## src/rtl/stream_scan_ctrl.sv

```systemverilog
// stream_scan_ctrl
// Raster sequencer that walks every position of a frame, including blanking.
// In the active region it pulls pixels from a valid/ready source. In blanking
// it inserts zeros. Each position produces exactly one registered enable beat
// toward the patch extractor.
module stream_scan_ctrl #(
   parameter int BIT_WIDTH    = 8,
   parameter int IMAGE_HEIGHT = 480,
   parameter int IMAGE_WIDTH  = 640,
   parameter int FRAME_HEIGHT = 525,
   parameter int FRAME_WIDTH  = 800,
   parameter int V_BITW       = $clog2(FRAME_HEIGHT),
   parameter int H_BITW       = $clog2(FRAME_WIDTH)
) (
   input  logic                 clock,
   input  logic                 rst,
   input  logic                 start,
   input  logic                 cont,
   input  logic                 in_valid,
   output logic                 in_ready,
   input  logic [BIT_WIDTH-1:0] in_pixel,
   input  logic                 out_ready,
   output logic                 enable,
   output logic [BIT_WIDTH-1:0] out_pixel,
   output logic [V_BITW-1:0]    out_vcnt,
   output logic [H_BITW-1:0]    out_hcnt,
   output logic                 busy,
   output logic                 frame_done,
   output logic [15:0]          stall_cycles
);

   // Boundary positions, expressed at counter width so that every compare
   // has matching widths.
   localparam logic [V_BITW-1:0] V_LAST = V_BITW'(FRAME_HEIGHT - 1);
   localparam logic [H_BITW-1:0] H_LAST = H_BITW'(FRAME_WIDTH - 1);
   localparam logic [V_BITW-1:0] V_IMG  = V_BITW'(IMAGE_HEIGHT);
   localparam logic [H_BITW-1:0] H_IMG  = H_BITW'(IMAGE_WIDTH);
   localparam logic [15:0]       STALL_MAX = 16'hFFFF;

   typedef enum logic {
      IDLE = 1'b0,
      RUN  = 1'b1
   } state_t;

   state_t              state_q, state_d;
   logic [V_BITW-1:0]   vpos_q, vpos_d;
   logic [H_BITW-1:0]   hpos_q, hpos_d;
   logic [15:0]         stall_q, stall_d;

   logic                running;
   logic                active;
   logic                starved;
   logic                beat;
   logic                last_pos;

   // Per-cycle qualifiers derived from the current position and handshakes.
   // A beat needs downstream room. In the active region it also needs a
   // source pixel. In blanking the zero pixel is always available.
   assign running  = (state_q == RUN);
   assign active   = (vpos_q < V_IMG) && (hpos_q < H_IMG);
   assign starved  = running && active && out_ready && !in_valid;
   assign beat     = running && out_ready && (!active || in_valid);
   assign last_pos = (vpos_q == V_LAST) && (hpos_q == H_LAST);

   // The source is consumed only when a beat can take its pixel.
   assign in_ready     = running && active && out_ready;
   assign busy         = running;
   assign stall_cycles = stall_q;

   // Next-state logic: start a frame from idle, advance the raster on every
   // beat, count starved cycles, and either restart or stop at frame end.
   always_comb begin
      state_d = state_q;
      vpos_d  = vpos_q;
      hpos_d  = hpos_q;
      stall_d = stall_q;

      case (state_q)
         IDLE: begin
            if (start) begin
               state_d = RUN;
               vpos_d  = '0;
               hpos_d  = '0;
               stall_d = '0;
            end
         end

         RUN: begin
            if (starved && (stall_q != STALL_MAX)) begin
               stall_d = stall_q + 16'd1;
            end

            if (beat) begin
               if (hpos_q == H_LAST) begin
                  hpos_d = '0;
                  if (vpos_q == V_LAST) begin
                     vpos_d = '0;
                  end else begin
                     vpos_d = vpos_q + V_BITW'(1);
                  end
               end else begin
                  hpos_d = hpos_q + H_BITW'(1);
               end

               if (last_pos) begin
                  if (cont) begin
                     state_d = RUN;
                     stall_d = '0;
                  end else begin
                     state_d = IDLE;
                  end
               end
            end
         end

         default: begin
            state_d = IDLE;
         end
      endcase
   end

   // State, raster position and stall counter registers.
   always_ff @(posedge clock) begin
      if (rst) begin
         state_q <= IDLE;
         vpos_q  <= '0;
         hpos_q  <= '0;
         stall_q <= '0;
      end else begin
         state_q <= state_d;
         vpos_q  <= vpos_d;
         hpos_q  <= hpos_d;
         stall_q <= stall_d;
      end
   end

   // Registered beat toward the extractor. Pixel and coordinates hold between
   // beats, so downstream only has to look at enable.
   always_ff @(posedge clock) begin
      if (rst) begin
         enable     <= 1'b0;
         frame_done <= 1'b0;
         out_pixel  <= '0;
         out_vcnt   <= '0;
         out_hcnt   <= '0;
      end else begin
         enable     <= beat;
         frame_done <= beat && last_pos;
         if (beat) begin
            out_pixel <= active ? in_pixel : '0;
            out_vcnt  <= vpos_q;
            out_hcnt  <= hpos_q;
         end
      end
   end

endmodule
```

## config.mk

```make
export PLATFORM = sky130hd
export DESIGN_NAME = stream_scan_ctrl
export DESIGN_NICKNAME = d
export VERILOG_FILES = /design/src/rtl/stream_scan_ctrl.sv
export SDC_FILE = /design/constraint.sdc
export NUM_CORES = 1
export LEC_CHECK = 0
export CORE_MARGIN = 4
export CORE_UTILIZATION = 44
export DETAILED_ROUTE_END_ITERATION = 7
export GPL_ROUTABILITY_DRIVEN = 0
export PLACE_DENSITY_LB_ADDON = 0.12
export SETUP_SLACK_MARGIN = 0.05
export SLEW_MARGIN = 40
export SYNTH_ARGS = -nofsm -noshare
export SYNTH_HDL_FRONTEND = slang
export SYNTH_SLANG_ARGS = --single-unit
export TNS_END_PERCENT = 5
```

## constraint.sdc

```tcl
create_clock -name clock -period 3.3 [get_ports clock]
set_input_delay 0.495 -clock clock [delete_from_list [all_inputs] [get_ports clock]]
set_output_delay 0.495 -clock clock [all_outputs]
set_load 0.01 [all_outputs]
```

==> metrics.yaml, run 1 <==
dr_total_vias: 2998
timing.slew.headroom: 0.598
syn_inst: 370
drive_gt1_frac: 0.0920
yosysSeqAreaShare: 0.433
hp-class: "flop to flop"
synth_warnings: 0
finalSetupTns_ns: 0
drt-vias-per-instance: 5.65
drc_errors: 0
grt_pass1_vias: 2778
setup_viol: 0
rr_startpoint: "stall_cycles[0]"
antenna_found_initial: 0
critPathArrivalTime_ns: 2.18
layout_min_cycle_time_ns: 2.67
start_util: 0.453
cp.required_ns: 2.80
syn_area_um2: 3100
yosys_most_used_dff: "dfxtp_1"
fmax_mhz: 374
layout_commonest_cell: "dfxtp_1"
die_x_um: 91.9
dp_hpwl_mm: 5.52
critPathCaptureType: "output pin"
grt_pass1_wl_mm: 13.0
nets: 448
worstMarginPinSlew_ns: 0.598
track_usage: 0.189
cts_made_buffers: 9
worstReg2RegEnd: "stall_cycles[2]"
htree_levels: 3
finalClockSkew_ns: 0.00638
rrSetupSlack_ns: 0.98
post_cts.repair.setup_buffers: 0
avgSynthCellArea_um2: 8.37
wirelength_mm: 7.84
ios: 62
synth_edf_count: 0
cts.path.max_buffers: 2
fin_cells: 531
leakage_uw: 0.00134
mostFrequentLayoutCells: "dfxtp_1 (67), nand2_1 (61), clkdlybuf4s50_1 (61)"
rsz0062_at_grt: "false"
firstDrtPassIters: 4
core.rowCount: 30
cts_tree: "built"
drtIter0Drc: 185
detail-route-antenna-nets: 0
synth_nets: 388
grt_max_degree: 25
cts_resized: 0
crit_path_max_fanout: 6
die_h_um: 91.9
placed_cells: 515
crit_path_start: "out_ready"
critical_path_class: "primary input to output pin"
post-route-period-util: 0.811
status: "finished, final reports clean"
diodes: 0
yosys_register_bits: 67
root_buffer: "clkbuf_8"
ff2ff_path_depth: 6
crit_end: "in_ready"
core-area_um2: 6830
critPathLaunchType: "primary input"
p_per_area_nw_per_um2: 431
syn_to_final_growth_pct: 29.8
peakVddDrop_v: 0.000239
clkLatencyLatePin_ns: 0.34
wl_per_cell_um: 14.8
clkTransAtPathRegs_ns: 0.07
ctsHoldBuffers: 0
cts_sinks: 67
drv_cap: 0
finalMaxSlewViolations: 0
synth_cell_type_count: 57
synthArstFlopShare: 0
finalHoldViolCount: 0
dieArea_um2: 8450
portBuffers: 61
overflow: 0
[critical path: stages]
cell and delay, ns:
clkdlybuf4s50_1 0.56, nand2_1 0.11, nor4_1 0.39, clkdlybuf4s50_1 0.62
[layout make-up]
cell class,count,area [um^2]
Tap cell,96,120
Multi-Input combinational cell,276,1640
Clock buffer,9,124
Sequential cell,67,1340
Fill cell,661,2810
Timing Repair Buffer,68,663
Inverter,8,30.0
Clock inverter,7,101
[Yosys cell counts (7+ instances only)]
master    number  area share
a31oi_1       16       0.032
a22oi_1        9       0.022
nand3_1       18       0.029
nor2_1        30       0.036
clkbuf_1      11       0.013
xnor2_1        7       0.020
nand2_1       61       0.074
o21ai_0       11       0.018
nand4_1       10       0.020
inv_1          8      0.0097
a21oi_1       32       0.052
dfxtp_1       67        0.43
[metrics by stage]
step / area (um^2) / power, uW / hold WS [ns] / setup WS (ns) / utilization
2_1_floorplan: 3100 / 918 / 0.470 / 1.30 / -
3_3_place_gp: 3790 / 981 / 0.443 / 0.625 / 0.555
3_5_place_dp: 3790 / 984 / 0.448 / 0.598 / 0.555
4_1_cts: 4020 / 1750 / 0.458 / 0.597 / 0.588
5_1_grt: 4020 / 1800 / 0.483 / 0.452 / 0.588
6_report: 4020 / 1730 / 0.455 / 0.625 / 0.588
[sequential cells by signal, summed over array words and instances (netlist names)]
name and count:
frame_done 1, hpos_q 10, busy 1, enable 1
out_hcnt 10, out_pixel 8, vpos_q 10, stall_cycles 16
out_vcnt 10
[how the worst min path moves through the flow]
stage,from,endpoint,slack [ns],cells after the start
finish,out_vcnt[1],out_vcnt[1],0.46,2
global placement,out_hcnt[5],out_hcnt[5],0.44,2
global route,out_vcnt[9],out_vcnt[9],0.48,2
floorplan,hpos_q[1],out_hcnt[1],0.47,2
detailed placement,out_hcnt[5],out_hcnt[5],0.45,2
CTS,out_hcnt[5],out_hcnt[5],0.46,2
[report_power, final]
part / total [uW] / switching (uW) / internal, uW
Combinational: 128 / 69.5 / 58.4
Clock: 767 / 337 / 430
Sequential: 837 / 17.4 / 819
[routing by layer]
layer	global-route usage	wire length [um]
met1	0.244	3610
met2	0.310	3780
met3	0.0361	338
met4	0.0780	110
met5	0	0
[cell families after synthesis]
kind of cell,count (synthesis),share of synthesized area
flops,67,0.433
buf+inv,27,0.0400
mux,3,0.00969
xor+xnor,8,0.0226
simple gates,161,0.267
fa+ha+maj,4,0.0162
compound gates,100,0.212
No activity file was read; power rests on OpenSTA's default activity.
==> run 2: changes to the inputs <==
Clock period 3.3 ns to 2.2 ns, I/O delays scaled along.
==> run 2 against run 1 <==
Net effect:
- non-clock buffer count up 32
- setup slack got worse by 0.45 ns
- clock power increased by 50%
- final area increased by 6.8%
- sequential share of layout area down 2.1 points
- wire length is 4.9% higher
- register-to-register slack got worse by 0.80 ns
- cell count rose by 6.0%
- core utilization increased by 4.0 points
- via count grew 4.9%
- largest cell class unchanged
- sequential power increased by 48%
- clock skew increased by 0.0028 ns
- critical endpoint unchanged
==> metrics.yaml, run 2 (synthesized netlist as in run 1, its figures left out) <==
syn_to_final_growth_pct: 38.7
worst_slack_ns: 0.179  # -0.446 ns
root_buffer: "clkbuf_8"
drv_cap: 0  # unchanged
clkLatencyLatePin_ns: 0.35  # about the same
antenna_found_initial: 0  # unchanged
nets: 480  # +7.1%
fmax_mhz: 495
finalClockSkew_ns: 0.00923  # +0.00285 ns
cts_sinks: 67  # unchanged
slowest_delay_ns: 0.37  # -0.25 ns
detail-route-antenna-nets: 0  # unchanged
critPathCaptureType: "output pin"
critical_path_class: "flop to output pin"
cts_tree: "built"
finalMaxSlewViolations: 0  # unchanged
ios: 62  # unchanged
drtIter0Drc: 212  # +15%
finalHoldViolCount: 0  # unchanged
mostFrequentLayoutCells: "dfxtp_1 (64), nand2_1 (61), clkdlybuf4s50_1 (60)"
core.rowCount: 30  # unchanged
slowest_stage: "dfxtp_2"
pre_cts_ws_ns: -0.0166  # -0.615 ns
start_util: 0.453  # unchanged
grt_pass1_vias: 2987  # +7.5%
grt_pass1_wl_mm: 14.0  # +7.4%
gr-usage-met1: 0.263  # +0.0185
hold-worst-slack_ns: 0.456  # +0.000885 ns
critPathLaunchType: "flop"
cp.required_ns: 1.87  # -0.93 ns
drive_gt1_frac: 0.165  # +0.0729
status: "finished, final reports clean"
critPathArrivalTime_ns: 1.69  # -0.49 ns
post_cts.repair.setup_buffers: 0  # unchanged
ctsHoldBuffers: 0  # unchanged
grt_max_degree: 45  # +80%
layout_commonest_cell: "dfxtp_1"
post-route-period-util: 0.919
htree_levels: 3  # unchanged
dp_hpwl_mm: 5.86  # +6.1%
overflow: 0  # unchanged
firstDrtPassIters: 5  # +1
portBuffers: 61  # unchanged
cts_resized: 5  # +5
dieArea_um2: 8450  # unchanged
cts.path.max_buffers: 2  # unchanged
rsz0062_at_grt: "true"
wirelength_mm: 8.22  # +4.9%
final_cell_area_um2: 4300  # +6.8%
hp-class: "flop to flop"
diodes: 0  # unchanged
grt.busiest_layer: "met2"
worstMarginPinSlew_ns: 0.513  # -0.0845 ns
core-area_um2: 6830  # unchanged
setup_viol: 0  # unchanged
die_h_um: 91.9  # unchanged
track_usage: 0.203  # +0.0135
largest_register_ffs: 16  # unchanged
die_x_um: 91.9  # unchanged
clkTransAtPathRegs_ns: 0.08  # about the same
crit_path_max_fanout: 7  # +1
met2_usage: 0.324  # +0.0134
finalPower_uw: 2630  # +52%
finalSetupTns_ns: 0  # unchanged
leakage_uw: 0.00152  # +14%
cts_made_buffers: 9  # unchanged
crit_chain: "o21a_1 > nor4_2 > buf_4 > dlygate4sd2_1"
p_per_area_nw_per_um2: 613  # +42%
timing.slew.headroom: 0.653  # +0.0555
dpl_cell_area_um2: 4050  # +6.7%
grt_util_met3: 0.0500  # +0.0139
drc_errors: 0  # unchanged
peakVddDrop_v: 0.000558  # +130%
dr_total_vias: 3144  # +4.9%
drt-vias-per-instance: 5.58  # -1.1%
layout_min_cycle_time_ns: 2.02
wl_per_cell_um: 14.6  # -1.1%
[run 2: worst max-delay path, delay by kind of cell (launching register included)]
family                 cells  cell delay [ns]
buffers and inverters      2             0.42
AO/OA/AOI/OAI              1             0.26
flip-flops                 1             0.37
AND/OR/NAND/NOR            1             0.29
[run 2: final cells by class]
cell class / count / area, um^2
Inverter: 8 / 30.0
Multi-Input combinational cell: 276 / 1660
Sequential cell: 67 / 1350
Tap cell: 96 / 120
Fill cell: 605 / 2540
Timing Repair Buffer: 100 / 915
Clock buffer: 10 / 138
Clock inverter: 6 / 88.8
[run 2: report_power, final]
group / switching [uW] / internal (uW)
Sequential: 13.4 / 1230
Clock: 484 / 668
Combinational: 124 / 115
Total: 621 / 2010
[run 2: stage by stage]
step | util | std cells
floorplan | - | 370
global placement | 0.592 | 547
detailed placement | 0.592 | 547
CTS | 0.627 | 563
global route | 0.629 | 563
finish | 0.629 | 563
[run 2: final timing paths]
path | from | to | slack (ns) | depth (start not counted)
worst max-delay path | hpos_q[7] | in_ready | 0.18 | 4
worst min-delay path | out_vcnt[8] | out_vcnt[8] | 0.46 | 2
worst max register to register | stall_cycles[1] | stall_cycles[3] | 0.18 | 6
worst min register to register | out_vcnt[8] | out_vcnt[8] | 0.46 | 2
[run 2: per-layer routing]
metal,part of all wire,vias up,wire (um)
met5,0,-,0
met4,0.015,0,123
met3,0.058,14,476
met2,0.48,106,3930
met1,0.45,1485,3680
li1,-,1539,-
